`config.mk`:
```
export PLATFORM = sky130hd
export DESIGN_NAME = multicycle_control
export DESIGN_NICKNAME = d
export VERILOG_FILES = /design/src/rtl/multicycle_control_pkg.sv /design/src/rtl/multicycle_control_opcode_class.sv /design/src/rtl/multicycle_control.sv
export SDC_FILE = /design/constraint.sdc
export NUM_CORES = 1
export LEC_CHECK = 0
export CORE_MARGIN = 2
export CORE_UTILIZATION = 40
export CTS_CLUSTER_DIAMETER = 200
export DETAILED_ROUTE_END_ITERATION = 6
export GPL_TIMING_DRIVEN = 0
export PLACE_DENSITY = 0.81
export RECOVER_POWER = 50
export SLEW_MARGIN = 10
export SYNTH_ARGS = -nofsm -noshare
export SYNTH_HDL_FRONTEND = slang
export SYNTH_SLANG_ARGS = --single-unit
```
`constraint.sdc`:
```
create_clock -name clk -period 3.5 [get_ports clk]
set_input_delay 0.7 -clock clk [delete_from_list [all_inputs] [get_ports clk]]
set_output_delay 0.7 -clock clk [all_outputs]
set_load 0.01 [all_outputs]
```
`src/rtl/multicycle_control_pkg.sv`:
```
// Shared definitions for the multi-cycle controller: state codes, opcodes,
// instruction classes and datapath select encodings.
package multicycle_control_pkg;

  typedef enum logic [3:0] {
    S_FETCH    = 4'd0,
    S_DECODE   = 4'd1,
    S_MEM_ADDR = 4'd2,
    S_MEM_RD   = 4'd3,
    S_MEM_WB   = 4'd4,
    S_MEM_WR   = 4'd5,
    S_EXEC     = 4'd6,
    S_ALU_WB   = 4'd7,
    S_BRANCH   = 4'd8
  } state_t;

  typedef enum logic [2:0] {
    CLS_R,
    CLS_I,
    CLS_LD,
    CLS_ST,
    CLS_BR,
    CLS_ILL
  } instr_class_t;

  localparam logic [6:0] OPC_R  = 7'b0110011;
  localparam logic [6:0] OPC_I  = 7'b0010011;
  localparam logic [6:0] OPC_LD = 7'b0000011;
  localparam logic [6:0] OPC_ST = 7'b0100011;
  localparam logic [6:0] OPC_BR = 7'b1100011;

  localparam logic [1:0] ALU_ADD  = 2'b00;
  localparam logic [1:0] ALU_SUB  = 2'b01;
  localparam logic [1:0] ALU_FUNC = 2'b10;

  localparam logic [1:0] SRCA_PC    = 2'b00;
  localparam logic [1:0] SRCA_OLDPC = 2'b01;
  localparam logic [1:0] SRCA_RS1   = 2'b10;

  localparam logic [1:0] SRCB_RS2  = 2'b00;
  localparam logic [1:0] SRCB_FOUR = 2'b01;
  localparam logic [1:0] SRCB_IMM  = 2'b10;

endpackage

```
`src/rtl/multicycle_control_opcode_class.sv`:
```
// Combinational opcode-to-instruction-class map shared by next-state and
// output decoding of the controller.
module opcode_class
  import multicycle_control_pkg::*;
#(
  parameter int OPC_W = 7
) (
  input  logic [OPC_W-1:0] opcode,
  output instr_class_t     cls
);

  always_comb begin
    cls = CLS_ILL;
    case (opcode)
      OPC_R:   cls = CLS_R;
      OPC_I:   cls = CLS_I;
      OPC_LD:  cls = CLS_LD;
      OPC_ST:  cls = CLS_ST;
      OPC_BR:  cls = CLS_BR;
      default: cls = CLS_ILL;
    endcase
  end

endmodule

```
`src/rtl/multicycle_control.sv`:
```
// Multi-cycle main controller: sequences fetch/decode/execute/memory/
// write-back and drives datapath enables, selects and the memory handshake.
module multicycle_control
  import multicycle_control_pkg::*;
#(
  parameter int OPC_W = 7
) (
  input  logic             clk,
  input  logic             rst,
  input  logic [OPC_W-1:0] opcode,
  input  logic             funct3_0,
  input  logic             zero,
  input  logic             mem_ready,
  output logic             mem_req,
  output logic             mem_we,
  output logic             iord,
  output logic             ir_write,
  output logic             pc_write,
  output logic             pc_src,
  output logic             reg_write,
  output logic             mem_to_reg,
  output logic [1:0]       alu_src_a,
  output logic [1:0]       alu_src_b,
  output logic [1:0]       alu_op,
  output logic             illegal,
  output logic [3:0]       state
);

  state_t       cur;
  instr_class_t cls;

  opcode_class #(.OPC_W(OPC_W)) u_opcode_class (
    .opcode (opcode),
    .cls    (cls)
  );

  always_ff @(posedge clk or posedge rst) begin
    if (rst) begin
      cur <= S_FETCH;
    end else begin
      case (cur)
        S_FETCH:    if (mem_ready) cur <= S_DECODE;
        S_DECODE: begin
          case (cls)
            CLS_R, CLS_I:   cur <= S_EXEC;
            CLS_LD, CLS_ST: cur <= S_MEM_ADDR;
            CLS_BR:         cur <= S_BRANCH;
            default:        cur <= S_FETCH;
          endcase
        end
        S_MEM_ADDR: begin
          if (cls == CLS_LD)      cur <= S_MEM_RD;
          else if (cls == CLS_ST) cur <= S_MEM_WR;
          else                    cur <= S_FETCH;
        end
        S_MEM_RD:   if (mem_ready) cur <= S_MEM_WB;
        S_MEM_WB:   cur <= S_FETCH;
        S_MEM_WR:   if (mem_ready) cur <= S_FETCH;
        S_EXEC:     cur <= S_ALU_WB;
        S_ALU_WB:   cur <= S_FETCH;
        S_BRANCH:   cur <= S_FETCH;
        default:    cur <= S_FETCH;
      endcase
    end
  end

  assign state = cur;

  // Outputs decode straight from the state register so that reset kills an
  // in-flight request within the same cycle; ir_write/pc_write are Mealy.
  always_comb begin
    mem_req    = 1'b0;
    mem_we     = 1'b0;
    iord       = 1'b0;
    ir_write   = 1'b0;
    pc_write   = 1'b0;
    pc_src     = 1'b0;
    reg_write  = 1'b0;
    mem_to_reg = 1'b0;
    alu_src_a  = SRCA_PC;
    alu_src_b  = SRCB_RS2;
    alu_op     = ALU_ADD;
    illegal    = 1'b0;
    if (!rst) begin
      case (cur)
        S_FETCH: begin
          mem_req   = 1'b1;
          alu_src_b = SRCB_FOUR;
          ir_write  = mem_ready;
          pc_write  = mem_ready;
        end
        S_DECODE: begin
          alu_src_a = SRCA_OLDPC;
          alu_src_b = SRCB_IMM;
          illegal   = (cls == CLS_ILL);
        end
        S_MEM_ADDR: begin
          alu_src_a = SRCA_RS1;
          alu_src_b = SRCB_IMM;
        end
        S_MEM_RD: begin
          mem_req = 1'b1;
          iord    = 1'b1;
        end
        S_MEM_WB: begin
          reg_write  = 1'b1;
          mem_to_reg = 1'b1;
        end
        S_MEM_WR: begin
          mem_req = 1'b1;
          mem_we  = 1'b1;
          iord    = 1'b1;
        end
        S_EXEC: begin
          alu_src_a = SRCA_RS1;
          alu_src_b = (cls == CLS_I) ? SRCB_IMM : SRCB_RS2;
          alu_op    = ALU_FUNC;
        end
        S_ALU_WB: begin
          reg_write = 1'b1;
        end
        S_BRANCH: begin
          alu_src_a = SRCA_RS1;
          alu_src_b = SRCB_RS2;
          alu_op    = ALU_SUB;
          pc_src    = 1'b1;
          pc_write  = zero ^ funct3_0;
        end
        default: ;
      endcase
    end
  end

endmodule

```
==> results of run 1 <==
cell usage in the layout, fill, tap and decap left out, types with 2 or more instances in the layout:
cell type,synthesis,routed
and2_1,3,3
xnor2_1,2,2
clkbuf_4,0,3
nor3b_1,3,3
nor2_1,5,5
buf_4,2,2
and3_1,5,5
a21oi_1,4,4
dfrtp_1,4,4
a31oi_1,2,2
nor2b_1,4,4
or2b_1,2,2
nand2b_1,2,2
nor4bb_1,3,2
and3b_1,2,2
buf_2,2,2
clkbuf_1,4,4
nor3_1,5,5
dlygate4sd3_1,0,7
or3_1,2,2
inv_1,3,3
clkdlybuf4s50_1,0,22
synth_stat cells (all sizes together):
master	instances	area share (%)
xor2	1	1.6
or3	2	2.3
o211ai	1	1.4
nand2b	2	2.3
and2	3	3.4
a21o	1	1.4
or2b	2	2.7
nor3b	3	4.1
nand4b	1	1.6
buf	4	4.6
a21oi	4	3.7
clkbuf	4	2.7
a22oi	1	1.4
inv	3	2.1
o21ai	1	0.91
nand3	1	0.91
dfrtp	4	18
a32o	1	1.8
nor4bb	3	5.5
nor2	5	3.4
a311o	1	1.8
o31ai	1	1.4
and3b	2	3.2
nand4	1	1.1
and3	5	5.7
mux2	1	2.1
nor3	5	4.6
or3b	1	1.6
xnor2	2	3.2
nand3b	1	1.4
a31oi	2	2.3
nor2b	4	4.6
or2	1	1.1
stage by stage:
step                      cell area [sq um]  setup WS [ns]
after floorplan                         548           1.11
after global placement                  857         0.0256
after detailed placement                857         0.0266
after CTS                               880         0.0369
after global routing                    886         0.0802
final                                   886          0.178
report_power, final:
part	leakage (nW)	internal [W]	total (W)	switching [W]
Combinational	0.312	0.000104	0.000195	0.0000919
Sequential	0.0539	0.0000529	0.0000560	0.00000316
Clock	0.0138	0.0000384	0.0000574	0.0000190
metal layers:
metal / global-route usage (%) / vias to the layer above / routed length [microns]
met5: 0 / - / 0
met4: 5.00 / 0 / 0
met3: 6.52 / 0 / 126
met2: 32.8 / 33 / 712
met1: 29.1 / 291 / 628
li1: - / 334 / -
worst reg2reg max path, delay by kind of cell, from the launching register on:
kind	cells	cell delay (ns)
buf+inv	1	0.25
flops	1	0.46
simple gates	3	0.77
cell type report:
class                      count  area [sq um]  share of cell area, %
tap                           15          18.8                   2.12
buffer                         8          40.0                   4.52
clock buffer                   3          22.5                   2.54
inverter                       3          11.3                   1.27
timing repair buffer          29           290                   32.8
multi-input combinational     59           403                   45.5
sequential                     4           100                   11.3
logic make-up after synthesis:
| family | after synthesis |
|---|---|
| AND/OR/NAND/NOR | 42 |
| AO/OA/AOI/OAI | 13 |
| buffers and inverters | 11 |
| flip-flops | 4 |
| XOR/XNOR | 3 |
| multiplexers | 1 |
how the worst max path moves through the flow:
stage              start      end  slack, ns  depth (start not counted)
2_1_floorplan        rst  mem_req       1.11                          4
4_1_cts        opcode[1]  illegal       0.04                          5
6_report       opcode[1]  illegal       0.18                          5
3_5_place_dp   opcode[1]  illegal       0.03                          5
3_3_place_gp   opcode[1]  illegal       0.03                          5
5_1_grt        opcode[1]  illegal       0.08                          5
==> impl_metrics.yaml, run 1 <==
layout:
  largest_reg_flops: 4
  finalNetCount: 120
  fill_cells: 125
  post-route-util_pct: 68.9
  drive_gt1_share_pct: 9.43
  syn2layout_area_growth_pct: 61.6
  final-instance-count-excl-fill: 121
  num_antenna_cells: 0
grt:
  grt_max_degree: 11
  grt_pass1_vias: 539
  grt-ovfl-total: 0
  grtUsageTotal_pct: 21.4
  grt_pass1_wl_microns: 2370
  antenna_found_initial: 0
setup_path:
  cp-end-kind: "output pin"
  cp_data_arrival_time_ns: 2.62
  startpoint_type: "input port"
  r2r_slack_ns: 1.93
  crit_chain: "dlygate4sd3_1 -> nor4bb_2 -> o21ai_0 -> and2_1 -> clkdlybuf4s50_1"
  crit_path_max_fanout: 6
  worstRegToRegCells: 4
  r2r-end: "state[3]$_DFFE_PP0P_"
  crit_family: "buffers and inverters"
  cp_data_required_time_ns: 2.80
  cp_slowest_cell: "nor4bb_2"
  slowest_delay_ns: 0.53
  path_buf_inv: 2
  r2r_start: "state[1]$_DFFE_PP0P_"
  crit_type: "input port to output pin"
die:
  core_sq_mm: 0.00128
  die_x_microns: 41.0
  start_util_pct: 42.6
  die-area_sq_mm: 0.00168
  io_pins: 31
  rows: 13
  fp.dieH_microns: 41.0
synth:
  synthMuxAreaShare_pct: 2.05
  ys_ff_latch: 4
  synth_top_family_by_area: "simple AND/OR/NAND/NOR gates"
  synth.avg_cell_area_sq_um: 7.41
  syn-cell-area_sq_um: 548
  synth-compound-area-share_pct: 16.0
  yosysUniqueCellTypes: 34
  synthSimpleGateAreaFrac_pct: 49.5
  postSynthCellCount: 74
  synth_xor_area_share_pct: 4.79
  synth_fp_nets: 86
  yosys_warnings: 0
  synthAdderAreaFrac_pct: 0
  ys_seq_area_share_pct: 18.3
timing:
  final-setup-viol-count: 0
  tightest_slew_ns: 0.542
  fmax_mhz: 301
  fin_crit_ns: 3.32
  max_slew_margin_pct: 63.3
  hold_viol: 0
  finalMaxSlewViolations: 0
  fin_crit_sh_pct: 94.9
  worst_hold_slack_ns: 0.457
  fin_skew_ns: 0.00231
  totalNegativeSetupSlack_ns: 0
  rsz0062_at_grt: "no"
cts:
  h-tree-depth: 1
  post_cts_buffers: 0
  cts_made_buffers: 3
  cts_resized: 0
  clk_latency_ns: 0.24
  clock_sinks: 4
  postCtsHoldBufs: 0
  clkSlewWorstSetupHoldPaths_ns: 0.04
  cts_tree: "yes"
  clockRootBuffer: "clkbuf_4"
  cts_buffer_depth: 2
detailed_routing:
  vias: 658
  vias_per_cell: 5.44
  postRouteAntennaNets: 0
  wire_per_inst_microns: 12.1
  dr.pass1.iters: 4
  finalWirelength_microns: 1470
  dr.first_iter.drc_count: 13
  route.detailed.drc: 0
pwr:
  p_total_w: 0.000309
  power_density_mw_per_mm2: 349
  p_leak_nw: 0.380
  ir_drop_mv: 0.302
hold_path:
  hp-class: "input port to asynchronous set/reset pin"
placed_design:
  placed_cells: 118
  port_buffers: 29
  gp_congestion: 0.864
  hpwl_microns: 1130
outcome:
  status: "complete, no violations"
flow_run:
  cap_violations: 0
(Power assumes the default switching activity.)
==> run 2: changes to the inputs <==
--- a/config.mk
+++ b/config.mk
@@ -5,11 +5,12 @@
 export SDC_FILE = /design/constraint.sdc
 export NUM_CORES = 1
 export LEC_CHECK = 0
-export CORE_MARGIN = 2
+export CORE_MARGIN = 8
 export CORE_UTILIZATION = 40
 export CTS_CLUSTER_DIAMETER = 200
 export DETAILED_ROUTE_END_ITERATION = 6
 export GPL_TIMING_DRIVEN = 0
+export HOLD_SLACK_MARGIN = 0.06
 export PLACE_DENSITY = 0.81
 export RECOVER_POWER = 50
 export SLEW_MARGIN = 10
==> run 2 against run 1 <==
- critical path depth stayed put
- register-to-register slack about the same
- largest power group unchanged
- highest routed layer unchanged
- worst setup slack better by 0.091 ns
- final cell count is the same
- via count decreased by 0.15%
- core utilization unchanged
- fmax up 2.8%
- total power grew 0.41%
- non-clock buffer count stayed put
- clock power about the same
- first-iteration DRC count fell by 46%
==> impl_metrics.yaml, run 2 (synthesis results as in run 1) <==
pwr:
  pwr-share-clk_pct: 18.4
  swShare_pct: 37.1
  pwr-share-seq_pct: 18.0
  p_sw_w: 0.000115
  power_density_mw_per_mm2: 350
  ir_drop_mv: 0.342
  pwr-share-comb_pct: 63.5
  p_int_w: 0.000195
  p_leak_nw: 0.380
cts:
  cts_made_buffers: 3
  cts_resized: 0
  post_cts_buffers: 0
  postCtsHoldBufs: 0
  clk_latency_ns: 0.23
  cts_tree: "yes"
  h-tree-depth: 1
  clkSlewWorstSetupHoldPaths_ns: 0.04
  cts_buffer_depth: 2
  clockRootBuffer: "clkbuf_4"
  clock_sinks: 4
timing:
  fin_skew_ns: 0.00501
  totalNegativeSetupSlack_ns: 0
  fmax_mhz: 309
  hold_viol: 0
  finalMaxSlewViolations: 0
  final-setup-viol-count: 0
  worst_hold_slack_ns: 0.468
  rsz0062_at_grt: "no"
  fin_crit_ns: 3.23
  tightest_slew_ns: 0.528
  fin_crit_sh_pct: 92.3
  max_slew_margin_pct: 64.3
  setup_ws_ns: 0.269
layout:
  post-route-util_pct: 68.9
  largest_reg_flops: 4
  final-instance-count-excl-fill: 121
  syn2layout_area_growth_pct: 61.6
  num_antenna_cells: 0
  seq_area_sq_um: 100
  finalNetCount: 120
  final_common_cell: "clkdlybuf4s50_1"
  fill_cells: 100
  mostFrequentLayoutCells: "23 x clkdlybuf4s50_1, 6 x dlygate4sd3_1, 5 x nor2_1, 5 x nor3_1, 5 x and3_1"
  multi_input_comb_area_sq_um: 403
  drive_gt1_share_pct: 9.43
detailed_routing:
  dr.first_iter.drc_count: 7
  route.detailed.drc: 0
  wire_per_inst_microns: 14.1
  finalWirelength_microns: 1700
  vias: 657
  postRouteAntennaNets: 0
  dr.pass1.iters: 4
  vias_per_cell: 5.43
setup_path:
  cp_data_required_time_ns: 2.80
  cp_data_arrival_time_ns: 2.53
  crit_type: "input port to output pin"
  crit_path_max_fanout: 6
  cp-end-kind: "output pin"
  startpoint_type: "input port"
placed_design:
  gp_congestion: 0.847
  pre_cts_ws_ns: 0.0127
  hpwl_microns: 1350
  port_buffers: 29
  placed_cells: 118
flow_run:
  cap_violations: 0
grt:
  grt_max_degree: 11
  grt_pass1_vias: 638
  antenna_found_initial: 0
  grtUsageTotal_pct: 12.8
  grt-ovfl-total: 0
  grt_pass1_wl_microns: 2820
die:
  die_x_microns: 53.0
  start_util_pct: 42.6
  rows: 13
  die-area_sq_mm: 0.00281
  io_pins: 31
  core_sq_mm: 0.00128
  fp.dieH_microns: 53.0
outcome:
  status: "complete, no violations"
hold_path:
  hp-class: "input port to asynchronous set/reset pin"
==> run 2: power by group through the flow <==
stage | Clock (W) | Combinational, W | Sequential [W]
6_report | 0.0000572 | 0.000197 | 0.0000559
5_1_grt | 0.0000645 | 0.000217 | 0.0000566
4_1_cts | 0.0000594 | 0.000200 | 0.0000562
3_5_place_dp | 0 | 0.000200 | 0.0000567
3_3_place_gp | 0 | 0.000197 | 0.0000565
2_1_floorplan | 0 | 0.000112 | 0.0000600
==> run 2: critical path, stage by stage <==
cell and delay (ns):
clkdlybuf4s50_1 0.44, nor4bb_2 0.51, nand4b_1 0.15, a21oi_1 0.17, clkdlybuf4s50_1 0.56
==> run 2: cell type report <==
class,instances,share of cell area (%)
clock buffer,3,2.54
timing repair buffer,29,32.8
inverter,3,1.27
buffer,8,4.52
tap,15,2.12
sequential,4,11.3
multi-input combinational,59,45.5
==> run 2: path summary, 6_finish.rpt <==
path,from,endpoint,slack [ns],depth (start not counted)
worst max-delay path,opcode[1],alu_src_b[1],0.27,5
worst min-delay path,rst,state[0]$_DFFE_PP0P_,0.47,2
worst max register to register,state[1]$_DFFE_PP0P_,state[3]$_DFFE_PP0P_,1.93,4
worst min register to register,state[2]$_DFFE_PP0P_,state[0]$_DFFE_PP0P_,0.76,4
max in group asynchronous,rst,state[1]$_DFFE_PP0P_,2.87,2
min in group clk,state[2]$_DFFE_PP0P_,state[0]$_DFFE_PP0P_,0.76,4
==> run 2: stage by stage <==
| step | instance area, sq um | total power (W) |
|---|---|---|
| after floorplan | 548 | 0.000172 |
| after global placement | 857 | 0.000254 |
| after detailed placement | 857 | 0.000256 |
| after CTS | 880 | 0.000316 |
| after global routing | 886 | 0.000338 |
| final | 886 | 0.000310 |
==> run 2: metal layers <==
metal	global-route usage (%)	up-vias	part of all wire [%]
li1	-	336	-
met1	14.9	302	44
met2	22.5	19	50
met3	3.64	0	6.0
met4	2.59	0	0
met5	0	-	0
